## src/rtl/dmem_arbiter.sv

```systemverilog
// -----------------------------------------------------------------------------
// dmem_arbiter
//
// Shares the single data_mem port between the pipeline MEM stage (requester 0,
// CPU) and a DMA/loader engine (requester 1, DMA).
//
// Ownership is held in a registered owner (NONE / CPU / DMA). Grants are
// combinational from that owner and the live request, so an owner that keeps
// requesting gets one transfer per cycle. A request seen while the owner is
// NONE costs one bubble cycle before it is granted. On contention the owners
// alternate. A locked DMA burst may keep the port, but only until the CPU has
// waited MAX_WAIT cycles; the burst is then pre-empted for one CPU transfer.
//
// Ports
//   clk             system clock, all state updates on the rising edge
//   rst             synchronous active-low reset; while low every output is 0
//   cpu_req_i       CPU access request (held with we/addr/wdata until granted)
//   cpu_we_i        CPU write enable
//   cpu_addr_i      CPU byte address
//   cpu_wdata_i     CPU write data
//   cpu_gnt_o       CPU access performed this cycle
//   cpu_rdata_o     CPU read data (0 when not granted)
//   cpu_stall_o     cpu_req_i & ~cpu_gnt_o, holds the pipeline MEM stage
//   dma_req_i       DMA access request (held until granted)
//   dma_lock_i      DMA asks to keep ownership for a burst
//   dma_we_i        DMA write enable
//   dma_addr_i      DMA byte address
//   dma_wdata_i     DMA write data
//   dma_gnt_o       DMA access performed this cycle
//   dma_rdata_o     DMA read data (0 when not granted)
//   mem_ce_o        data_mem chip enable
//   mem_we_o        data_mem write enable (write commits at the rising edge)
//   mem_addr_o      data_mem address
//   mem_wdata_o     data_mem write data
//   mem_rdata_i     data_mem combinational read data
//   conflict_cnt_o  saturating count of cycles with both requests high
// -----------------------------------------------------------------------------
module dmem_arbiter #(
    parameter int unsigned MAX_WAIT = 8,
    parameter int unsigned CNT_W    = 16
) (
    input  logic             clk,
    input  logic             rst,
    input  logic             cpu_req_i,
    input  logic             cpu_we_i,
    input  logic [31:0]      cpu_addr_i,
    input  logic [31:0]      cpu_wdata_i,
    output logic             cpu_gnt_o,
    output logic [31:0]      cpu_rdata_o,
    output logic             cpu_stall_o,
    input  logic             dma_req_i,
    input  logic             dma_lock_i,
    input  logic             dma_we_i,
    input  logic [31:0]      dma_addr_i,
    input  logic [31:0]      dma_wdata_i,
    output logic             dma_gnt_o,
    output logic [31:0]      dma_rdata_o,
    output logic             mem_ce_o,
    output logic             mem_we_o,
    output logic [31:0]      mem_addr_o,
    output logic [31:0]      mem_wdata_o,
    input  logic [31:0]      mem_rdata_i,
    output logic [CNT_W-1:0] conflict_cnt_o
);

    typedef enum logic [1:0] {
        OWN_NONE = 2'd0,
        OWN_CPU  = 2'd1,
        OWN_DMA  = 2'd2
    } owner_e;

    owner_e           owner_q, owner_d;
    logic             rr_q, rr_d;
    logic [7:0]       wait_q, wait_d;
    logic [CNT_W-1:0] conflict_q, conflict_d;

    logic             cpu_gnt_s;
    logic             dma_gnt_s;
    logic             both_req_s;
    logic             wait_expired_s;

    // Grants follow the registered owner; reset masks them so nothing
    // (in particular no write) reaches data_mem while rst is low.
    assign cpu_gnt_s  = rst & (owner_q == OWN_CPU) & cpu_req_i;
    assign dma_gnt_s  = rst & (owner_q == OWN_DMA) & dma_req_i;
    assign both_req_s = cpu_req_i & dma_req_i;

    // Pre-emption test is done one cycle ahead (wait+1) so the CPU is granted
    // on the cycle after it has waited MAX_WAIT cycles. 9 bits avoid overflow.
    assign wait_expired_s = (({1'b0, wait_q} + 9'd1) >= 9'(MAX_WAIT));

    // State register: owner, tie-break bit, CPU wait counter, conflict counter.
    always_ff @(posedge clk) begin
        if (!rst) begin
            owner_q    <= OWN_NONE;
            rr_q       <= 1'b0;
            wait_q     <= 8'd0;
            conflict_q <= '0;
        end else begin
            owner_q    <= owner_d;
            rr_q       <= rr_d;
            wait_q     <= wait_d;
            conflict_q <= conflict_d;
        end
    end

    // Next-owner selection. The rr tie-break applies only from NONE; an
    // existing owner is kept or handed over by the contention rules.
    always_comb begin
        owner_d = owner_q;
        if (both_req_s) begin
            case (owner_q)
                OWN_CPU: begin
                    owner_d = OWN_DMA;
                end
                OWN_DMA: begin
                    if (dma_lock_i && !wait_expired_s) begin
                        owner_d = OWN_DMA;
                    end else begin
                        owner_d = OWN_CPU;
                    end
                end
                default: begin
                    owner_d = rr_q ? OWN_DMA : OWN_CPU;
                end
            endcase
        end else if (cpu_req_i) begin
            owner_d = OWN_CPU;
        end else if (dma_req_i) begin
            owner_d = OWN_DMA;
        end else begin
            owner_d = OWN_NONE;
        end
    end

    // Tie-break bit, CPU wait counter and conflict counter updates.
    always_comb begin
        rr_d       = rr_q;
        wait_d     = 8'd0;
        conflict_d = conflict_q;

        // rr flips whenever contention moves the port to the other side.
        if (both_req_s && (owner_d != owner_q)) begin
            rr_d = ~rr_q;
        end else begin
            rr_d = rr_q;
        end

        if (cpu_req_i && !cpu_gnt_s) begin
            if (wait_q == 8'hFF) begin
                wait_d = 8'hFF;
            end else begin
                wait_d = wait_q + 8'd1;
            end
        end else begin
            wait_d = 8'd0;
        end

        if (both_req_s && (conflict_q != {CNT_W{1'b1}})) begin
            conflict_d = conflict_q + CNT_W'(1);
        end else begin
            conflict_d = conflict_q;
        end
    end

    // Output mux: memory port and read data follow the single active grant.
    always_comb begin
        cpu_gnt_o      = cpu_gnt_s;
        dma_gnt_o      = dma_gnt_s;
        cpu_stall_o    = rst & cpu_req_i & ~cpu_gnt_s;
        mem_ce_o       = 1'b0;
        mem_we_o       = 1'b0;
        mem_addr_o     = 32'd0;
        mem_wdata_o    = 32'd0;
        cpu_rdata_o    = 32'd0;
        dma_rdata_o    = 32'd0;
        conflict_cnt_o = '0;

        if (cpu_gnt_s) begin
            mem_ce_o    = 1'b1;
            mem_we_o    = cpu_we_i;
            mem_addr_o  = cpu_addr_i;
            mem_wdata_o = cpu_wdata_i;
            cpu_rdata_o = mem_rdata_i;
        end else if (dma_gnt_s) begin
            mem_ce_o    = 1'b1;
            mem_we_o    = dma_we_i;
            mem_addr_o  = dma_addr_i;
            mem_wdata_o = dma_wdata_i;
            dma_rdata_o = mem_rdata_i;
        end else begin
            mem_ce_o    = 1'b0;
        end

        if (rst) begin
            conflict_cnt_o = conflict_q;
        end else begin
            conflict_cnt_o = '0;
        end
    end

endmodule

```

## config.mk

```make
export PLATFORM = sky130hd
export DESIGN_NAME = dmem_arbiter
export DESIGN_NICKNAME = d
export VERILOG_FILES = /design/src/rtl/dmem_arbiter.sv
export SDC_FILE = /design/constraint.sdc
export NUM_CORES = 1
export LEC_CHECK = 0
export CAP_MARGIN = 20
export CORE_AREA = 2 2 124 126
export CTS_BUF_LIST = sky130_fd_sc_hd__clkbuf_2
export DETAILED_ROUTE_END_ITERATION = 12
export DIE_AREA = 0 0 126 128
export GPL_ROUTABILITY_DRIVEN = 0
export PLACE_DENSITY = 0.59
export SLEW_MARGIN = 20
export SYNTH_ARGS = -nofsm -noshare
export SYNTH_HDL_FRONTEND = slang
export SYNTH_SLANG_ARGS = --single-unit
```

## constraint.sdc

```tcl
create_clock -name clk -period 2.65 [get_ports clk]
set_input_delay 0.265 -clock clk [delete_from_list [all_inputs] [get_ports clk]]
set_output_delay 0.265 -clock clk [all_outputs]
set_load 0.1 [all_outputs]
```

# --- Word-level counts from Yosys, hierarchy flattened ---
# Cells that the tools add are included.
word_totals:
  reg_bits: 27
  elab_cells: 48
  in_bits: 167
  output_inout_bits: 149
classes:
  n_reduce_logical: 7
  bitwise: 9
  addsub: 3
  order_cmp: 1
  eq_ne: 5
  n_mux: 19
ops:
  columns: ["operator", "n"]
  rows:
  - ["2-to-1 mux 32 bit", 7]
  - ["adder 16 x 1 -> 16 bit, second input constant", 1]
  - ["2-to-1 mux 16 bit", 1]
  - ["!= test 16 bit, second input constant", 1]
  - ["2-to-1 mux 2 bit", 5]
  - ["adder 8 x 1 -> 9 bit, second input constant", 1]
  - ["greater-or-equal comparator 9 x 4 -> 1 bit, second input constant", 1]
  - ["adder 8 x 1 -> 8 bit, second input constant", 1]
  - ["== test 8 bit, second input constant", 1]
  - ["2-to-1 mux 8 bit", 1]
  - ["AND 1 bit", 7]
  - ["logical AND 1 bit", 4]
  - ["2-to-1 mux 1 bit", 4]
  - ["one-hot mux 2 bit (2 select lines)", 1]
  - ["== test 2 x 1 -> 1 bit, second input constant", 1]
  - ["== test 2 bit, second input constant", 1]
  - ["zero test 1 bit", 2]
  - ["!= test 2 bit", 1]
  - ["inverter 1 bit", 2]
  - ["AND reduction 2 bit", 1]

# --- Logic depth before layout (Yosys ltp) ---
# Gate-level depths: netlist of run 1.
logic_depth:
  ltp_word: 9
  mapped_depth: 9
  ltp_nobuf: 9

# --- Least setup slack after synthesis of run 1 ---
# OpenSTA, ideal clock, no wires.
synth_path:
  path_kind: "flip-flop to output port"
  startpoint: "reg owner_q[1]"
  endpoint: "out cpu_rdata_o[22]"
  t_arrival_ps: 2684
  required_time_ps: 2385
  path_buffers: 1
  slack_ps: -299
  path_stages_with_launch: 7
  cell_sequence: "dfxtp_1 inv_1 ha_1 nand3_1 inv_2 clkbuf_1 and2_1"
synth_via:
  elab_chain_cells: 4
synth_lines:
  columns: ["element", "line", "text"]
  rows:
  - ["start: declaration", "72", "owner_e owner_q, owner_d;"]
  - ["start signal: assignment", "100", "owner_q <= owner_d;"]
  - ["== test 2 x 1 -> 1 bit", "84", "assign cpu_gnt_s = rst & (owner_q == OWN_CPU) & cpu_req_i;"]
  - ["AND 1 bit (2 in series)", "84", null]
  - ["net cpu_gnt_o", "48", "output logic cpu_gnt_o,"]
  - ["2-to-1 mux 32 bit", "179", "if (cpu_gnt_s) begin"]
  - ["end: declaration", "49", "output logic [31:0] cpu_rdata_o,"]
# The timed path passes the listed nets, and every way through them passes these cells.

# --- Final worst setup path of run 1 ---
layout_path:
  startpoint: "reg owner_q[1]"
  endpoint: "out mem_addr_o[3]"
layout_via:
  elab_chain_cells: 5
  word_cells_on_any_way: 8
  classes_between: "2 x eq/ne; 2 x mux; 4 x bitwise"
layout_lines:
  columns: ["element", "line", "text"]
  rows:
  - ["== test 2 bit", "85", "assign dma_gnt_s = rst & (owner_q == OWN_DMA) & dma_req_i;"]
  - ["AND 1 bit (2 in series)", "85", null]
  - ["2-to-1 mux 32 bit", "185", "end else if (dma_gnt_s) begin"]
  - ["2-to-1 mux 32 bit *", "179", null]
  - ["end: declaration", "60", "output logic [31:0] mem_addr_o,"]
# Mark *: on every way between the ends. The rest lies on a longest branch, timed or not.

==> impl_metrics.py, run 1 <==
metrics = {
    "setup_path": {
        "reg2reg_depth": 9,
        "rrSetupSlack_ns": 0.55,
        "reg2reg_from": "wait_q[0]",
        "crit_buf_inv": 4,
        "critPathMaxFanout": 25,
        "crit_family": "buffers and inverters",
        "timing.rr.end": "rr_q",
        "start_kind": "flip-flop",
        "slowest_delay_ns": 0.41,
        "cp_slowest_cell": "dfxtp_2",
        "arrival_ns": 2.21,
        "crit_path_end_kind": "output port",
        "crit_required_ns": 2.38,
        "crit_type": "flip-flop to output port",
        "crit_chain": "inv_1, ha_1, nand3_2, inv_4, nor2_4, clkbuf_16, a22o_1, buf_12",
    },
    "timing": {
        "fin_ws_ns": 0.1797,
        "fin_crit_ns": 2.470,
        "hold_ws_ns": 0.4930,
        "max_freq_mhz": 404.8,
        "grt_setup_unrepaired": "no",
        "slew_headroom": 0.7476,
        "drv_slew": 0,
        "clock_skew_ns": 0.009845,
        "period_share": 0.9322,
        "fin_tns_setup_ns": 0,
        "setup_violations": 0,
        "finalHoldViolCount": 0,
        "worst_pin_slew_ns": 0.3755,
    },
    "synthesis": {
        "synth-compound-area-share": 0.2693,
        "muxShareOfSynthArea": 0.01536,
        "synth_simple_gate_area_frac": 0.3653,
        "synth_top_family_by_area": "simple AND/OR/NAND/NOR gates",
        "post_synth_xor_area_fraction": 0.06385,
        "synth_edf_count": 0,
        "synth_cell_type_count": 45,
        "syn_area_um2": 2606,
        "yosysSeqAreaShare": 0.2074,
        "synthTopCellsByCount": "a22o_1, and2_1, and3_1, dfxtp_1, clkbuf_1",
        "synth_most_common_cell": "a22o_1",
        "ys_warn_count": 0,
        "synth-main-ff-cell": "dfxtp_1",
        "synthArstFlopShare": 0,
        "synth_seq_cells": 27,
        "synth_top_area_frac": 0.2184,
        "synth_nets": 502,
        "synthTopCellsByArea": "a22o_1, dfxtp_1, and2_1",
        "synthCells": 330,
        "synth.avg_cell_area_um2": 7.898,
        "synth_adder_area_share": 0.02400,
        "synth_top_area_cell": "a22o_1",
    },
    "worst_hold_path": {
        "hold_class": "flip-flop to flip-flop",
        "min_to": "rr_q",
        "min_from": "rr_q",
        "min_path_cells": 2,
    },
    "clock_network": {
        "cts.clk_slew.worst_paths_ns": 0.26,
        "cts_setup_buffers": 0,
        "cts.sinks": 27,
        "cts_tree": "built",
        "cts_inserted_buffers": 3,
        "clock_latency_ns": 0.37,
        "cts_root_buffer": "clkbuf_2",
        "holdBufCountCts": 0,
        "clock_path_buffers": 2,
        "h-tree-depth": 1,
    },
    "floorplanning": {
        "die_area_um2": 16130,
        "initial_core_util": 0.1753,
        "rows": 45,
        "die_h_um": 128,
        "die_w_um": 126,
        "core_area_um2": 14860,
        "io_pins": 316,
    },
    "flow_run": {
        "drv_cap": 0,
    },
    "cells_and_area": {
        "fin_nets": 805,
        "layout-drive-gt1-share": 0.3038,
        "nFillCells": 1318,
        "multi_input_area_um2": 1963,
        "final_util": 0.5125,
        "regArea_um2": 541.8,
        "area_growth_pct": 192.3,
    },
    "grt": {
        "grt_pass1_vias": 3776,
        "overflow": 0,
        "grt_pass1_wl_um": 26490,
        "grt_max_degree": 52,
        "grt_usage": 0.2173,
        "antenna_found_initial": 1,
    },
    "placement": {
        "place_ws_ns": 0.3152,
        "hpwl_um": 15370,
        "numPortBuffers": 315,
    },
    "power": {
        "switching_power_mw": 0.6992,
        "p_comb_frac": 0.639,
        "switching_share": 0.4315,
        "p_int_mw": 0.9214,
        "p_leak_nw": 3.112,
        "clkPwrFrac": 0.100,
        "power.density_nw_per_um2": 212.8,
        "p_seq_frac": 0.261,
        "irDropWorstVdd_mv": 0.2154,
        "fin_total_pwr_mw": 1.621,
    },
    "status": {
        "outcome": "complete, no violations",
    },
    "routing": {
        "drc": 0,
        "wl_per_cell_um": 22.90,
        "num_vias": 3765,
        "dr.pass1.iters": 4,
        "vias_per_cell": 4.586,
        "routed_wl_um": 18800,
        "drt_iter0_markers": 234,
        "antenna_left": 0,
    },
}
metrics by stage:
| stage | std cells | area, µm² |
|---|---|---|
| 2_1_floorplan | 330 | 2609 |
| 3_3_place_gp | 814 | 7502 |
| 3_5_place_dp | 814 | 7502 |
| 4_1_cts | 818 | 7533 |
| 5_1_grt | 821 | 7617 |
| 6_report | 821 | 7617 |
power groups by stage:
stage	sequential [mW]	clock (mW)	combinational, mW
2_1_floorplan	0.429	0	0.475
3_3_place_gp	0.430	0	1.02
3_5_place_dp	0.431	0	1.02
4_1_cts	0.423	0.166	1.03
5_1_grt	0.425	0.185	1.07
6_report	0.423	0.162	1.04
cells in the final DEF, fill, tap and decap left out, drive strengths merged, types with 2 or more instances in the layout:
| cell | count |
|---|---|
| clkdlybuf4s50 | 166 |
| buf | 159 |
| a22o | 65 |
| and2 | 63 |
| and3 | 38 |
| dfxtp | 27 |
| nand2 | 16 |
| xnor2 | 15 |
| nor2 | 13 |
| nand3 | 8 |
| inv | 7 |
| a21oi | 6 |
| nand4 | 6 |
| ha | 5 |
| clkbuf | 5 |
| xor2 | 4 |
| mux2i | 4 |
| nor2b | 3 |
| o21ai | 3 |
| nand2b | 2 |
| nor3 | 2 |
| a21boi | 2 |
| a31oi | 2 |
metal layers:
layer	global-route usage	share of wire	wire length, µm
met1	0.3002	0.44	8338
met2	0.3514	0.47	8829
met3	0.05801	0.079	1483
met4	0.02392	0.0078	147
met5	0	0	0
cell type report:
type | instances | area share
Timing Repair Buffer | 327 | 0.6332
Multi-Input combinational cell | 267 | 0.2577
Sequential cell | 27 | 0.07112
Tap cell | 188 | 0.03088
Inverter | 7 | 0.003778
Clock buffer | 3 | 0.001971
Clock inverter | 1 | 0.0009855
Antenna cell | 1 | 0.0003285
how the worst max path moves through the flow:
stage	start	endpoint	slack, ns	depth (start not counted)
2_1_floorplan	owner_q[1]	mem_addr_o[0]	0.05	8
3_3_place_gp	rst	mem_wdata_o[29]	0.29	7
3_5_place_dp	rst	mem_wdata_o[28]	0.32	7
4_1_cts	owner_q[1]	mem_wdata_o[7]	0.001	8
5_1_grt	owner_q[1]	mem_we_o	0.006	8
6_report	owner_q[1]	mem_addr_o[3]	0.18	8
cells by family (layout without fill, tap and decap cells):
| family | Yosys count | count (layout) |
|---|---|---|
| AO/OA/AOI/OAI | 83 | 83 |
| adder cells (fa/ha/maj) | 5 | 5 |
| XOR/XNOR | 19 | 19 |
| other | 0 | 1 |
| buffers and inverters | 36 | 338 |
| flip-flops | 27 | 27 |
| AND/OR/NAND/NOR | 156 | 156 |
| multiplexers | 4 | 4 |
registers in the layout, indices dropped and copies added, names as in the netlist:
signal      cells
owner_q         2
rr_q            1
wait_q          8
conflict_q     16
worst min-delay path, cell delays in order, from the launching register on:
cell and delay (ns):
dfxtp_1 0.38, nand2_1 0.05, mux2i_1 0.05
timing repair:
item / 4_1_cts / 5_1_grt
pin swaps: 0 / 1
resized for setup: 7 / 8
endpoints found under the setup margin: 7 / 95
gates cloned: 0 / 2
(Power assumes the default switching activity.)
==> run 2, diff against run 1 <==
--- a/config.mk
+++ b/config.mk
@@ -10,7 +10,7 @@
 export CTS_BUF_LIST = sky130_fd_sc_hd__clkbuf_2
 export DETAILED_ROUTE_END_ITERATION = 12
 export DIE_AREA = 0 0 126 128
-export GPL_ROUTABILITY_DRIVEN = 0
+export HOLD_SLACK_MARGIN = 0.12
 export PLACE_DENSITY = 0.59
 export SLEW_MARGIN = 20
 export SYNTH_ARGS = -nofsm -noshare
==> results of run 2 <==
Final layout, timing and power as in run 1 (identical DEF).
==> run 3, diff against run 2 <==
--- a/config.mk
+++ b/config.mk
@@ -6,12 +6,13 @@
 export NUM_CORES = 1
 export LEC_CHECK = 0
 export CAP_MARGIN = 20
-export CORE_AREA = 2 2 124 126
+export CORE_AREA = 2 2 123 125
 export CTS_BUF_LIST = sky130_fd_sc_hd__clkbuf_2
 export DETAILED_ROUTE_END_ITERATION = 12
-export DIE_AREA = 0 0 126 128
+export DIE_AREA = 0 0 125 127
+export DONT_BUFFER_PORTS = 1
 export HOLD_SLACK_MARGIN = 0.12
-export PLACE_DENSITY = 0.59
+export PLACE_DENSITY = 0.32
 export SLEW_MARGIN = 20
 export SYNTH_ARGS = -nofsm -noshare
 export SYNTH_HDL_FRONTEND = slang
==> run 3 against run 2 <==
Critical path depth shrank 1. Clock skew shrank 0.0069 ns. First-iteration DRC count shrank 30%. Via count shrank 18%. Core utilization shrank 13 points. Global-route usage shrank 2.9 points. Critical endpoint is now mem_addr_o[27]. Largest cell class unchanged. Largest power group unchanged.
==> impl_metrics.py, run 3 (synthesized netlist as in run 1, its figures left out) <==
metrics = {
    "timing": {
        "setup_violations": 0,
        "period_share": 0.9381,
        "slew_headroom": 0.3663,
        "finalHoldViolCount": 0,
        "drv_slew": 0,
        "fin_tns_setup_ns": 0,
        "max_freq_mhz": 402.2,
        "fin_ws_ns": 0.1640,
        "clock_skew_ns": 0.002986,
        "fin_crit_ns": 2.486,
        "worst_pin_slew_ns": 0.9571,
        "grt_setup_unrepaired": "no",
    },
    "cells_and_area": {
        "reg_top3": "conflict_q (16), wait_q (8), owner_q (2)",
        "largest_reg_flops": 16,
        "final_cell_mix": "buf_12, a22o_1, and2_1",
        "regMostFlops": "conflict_q",
        "regArea_um2": 540.5,
        "fin_nets": 634,
        "finish.instance_area_um2": 5585,
        "diodes": 0,
        "final_common_cell": "buf_12",
        "nFillCells": 1407,
        "layout-drive-gt1-share": 0.3753,
        "area_growth_pct": 114.3,
        "multi_input_area_um2": 1932,
    },
    "setup_path": {
        "crit_required_ns": 2.38,
        "critPathMaxFanout": 98,
        "start_kind": "flip-flop",
        "arrival_ns": 2.22,
        "crit_path_end_kind": "output port",
        "crit_type": "flip-flop to output port",
    },
    "floorplanning": {
        "die_h_um": 127,
        "rows": 44,
        "io_pins": 316,
        "die_w_um": 125,
        "die_area_um2": 15880,
        "core_area_um2": 14420,
        "initial_core_util": 0.1807,
    },
    "grt": {
        "grt-busiest-layer": "met2",
        "grt_usage": 0.1887,
        "grt_use_met3": 0.05737,
        "grt_util_met1": 0.2164,
        "grt_pass1_wl_um": 22040,
        "gr-usage-met2": 0.3465,
        "overflow": 0,
        "antenna_found_initial": 1,
        "grt_pass1_vias": 2968,
        "grt_max_degree": 99,
    },
    "routing": {
        "wl_per_cell_um": 25.12,
        "drt_iter0_markers": 164,
        "routed_wl_um": 16200,
        "num_vias": 3085,
        "dr.pass1.iters": 6,
        "vias_per_cell": 4.783,
        "antenna_left": 0,
        "drc": 0,
    },
    "clock_network": {
        "cts_root_buffer": "clkbuf_2",
        "cts.sinks": 27,
        "h-tree-depth": 1,
        "cts_inserted_buffers": 3,
        "clock_path_buffers": 2,
        "clock_latency_ns": 0.36,
        "cts.clk_slew.worst_paths_ns": 0.27,
        "cts_tree": "built",
    },
    "placement": {
        "place_ws_ns": 0.1213,
        "numPortBuffers": 0,
        "placed_area_um2": 5515,
        "hpwl_um": 13610,
        "gp_congestion": 0.7964,
    },
    "power": {
        "irDropWorstVdd_mv": 0.2525,
        "p_leak_nw": 2.348,
        "power.density_nw_per_um2": 235.8,
    },
    "worst_hold_path": {
        "hold_class": "input pin to flip-flop",
    },
    "flow_run": {
        "drv_cap": 0,
    },
    "status": {
        "outcome": "complete, no violations",
    },
}
## run 3: cell count changes in the layout (fill, tap and decap cells not counted), sizes merged
cell / previous run / this run
inv: 7 / 6
diode: 1 / 0
clkbuf: 5 / 3
clkinvlp: 1 / 0
clkinv: 0 / 2
buf: 159 / 152
dlygate4sd3: 0 / 4
clkdlybuf4s50: 166 / 0
## run 3: layer usage
layer  up-vias  routed length [µm]
met1      1463                6092
met5         -                   0
li1       1448                   -
met3        12                1400
met4         0                 293
met2       162                8417
## run 3: timing repair
item                                   4_1_cts  5_1_grt
hold buffers                                 4        0
endpoints found under the hold margin       19        0
buffers inserted                             0        1
pin swaps                                    0        1
gates cloned                                 0        0
resized for setup                            1        1
setup endpoints to repair                   33       38
## run 3: final cells by class
cell class              count  area share
inverters                   7    0.005376
flip-flops and latches     27     0.09677
multi-input cells         267      0.3459
clock buffers               3    0.002688
clock inverters             1   0.0008961
repair buffers            156      0.5072
well taps                 184     0.04122
## run 3: final timing paths
kind,depth (start not counted),startpoint,end,slack (ns)
max reg2reg,8,wait_q[0],owner_q[1],0.34
min reg2reg,2,rr_q,rr_q,0.50
max,7,owner_q[1],mem_addr_o[27],0.16
min,3,dma_req_i,rr_q,0.21
## run 3: power breakdown
group	total [mW]	internal (mW)	switching [mW]
logic	0.728	0.241	0.487
clock network	0.166	0.0343	0.131
registers	0.424	0.416	0.00801
## run 3: per-stage QoR
| step | power, mW | instances | util | hold slack [ns] |
|---|---|---|---|---|
| floorplan | 0.9040 | 330 | - | 0.3994 |
| global placement | 1.149 | 636 | 0.3824 | 0.3956 |
| detailed placement | 1.152 | 636 | 0.3824 | 0.4005 |
| CTS | 1.322 | 644 | 0.3866 | 0.2028 |
| global route | 1.356 | 645 | 0.3872 | 0.1816 |
| finish | 1.317 | 645 | 0.3872 | 0.2085 |
## run 3: worst max-delay path, cell delays in order (launching register included)
cell,delay [ns]
dfxtp_1,0.41
inv_1,0.07
ha_1,0.18
nand3_1,0.15
inv_4,0.11
buf_12,0.34
a22o_1,0.35
buf_12,0.21
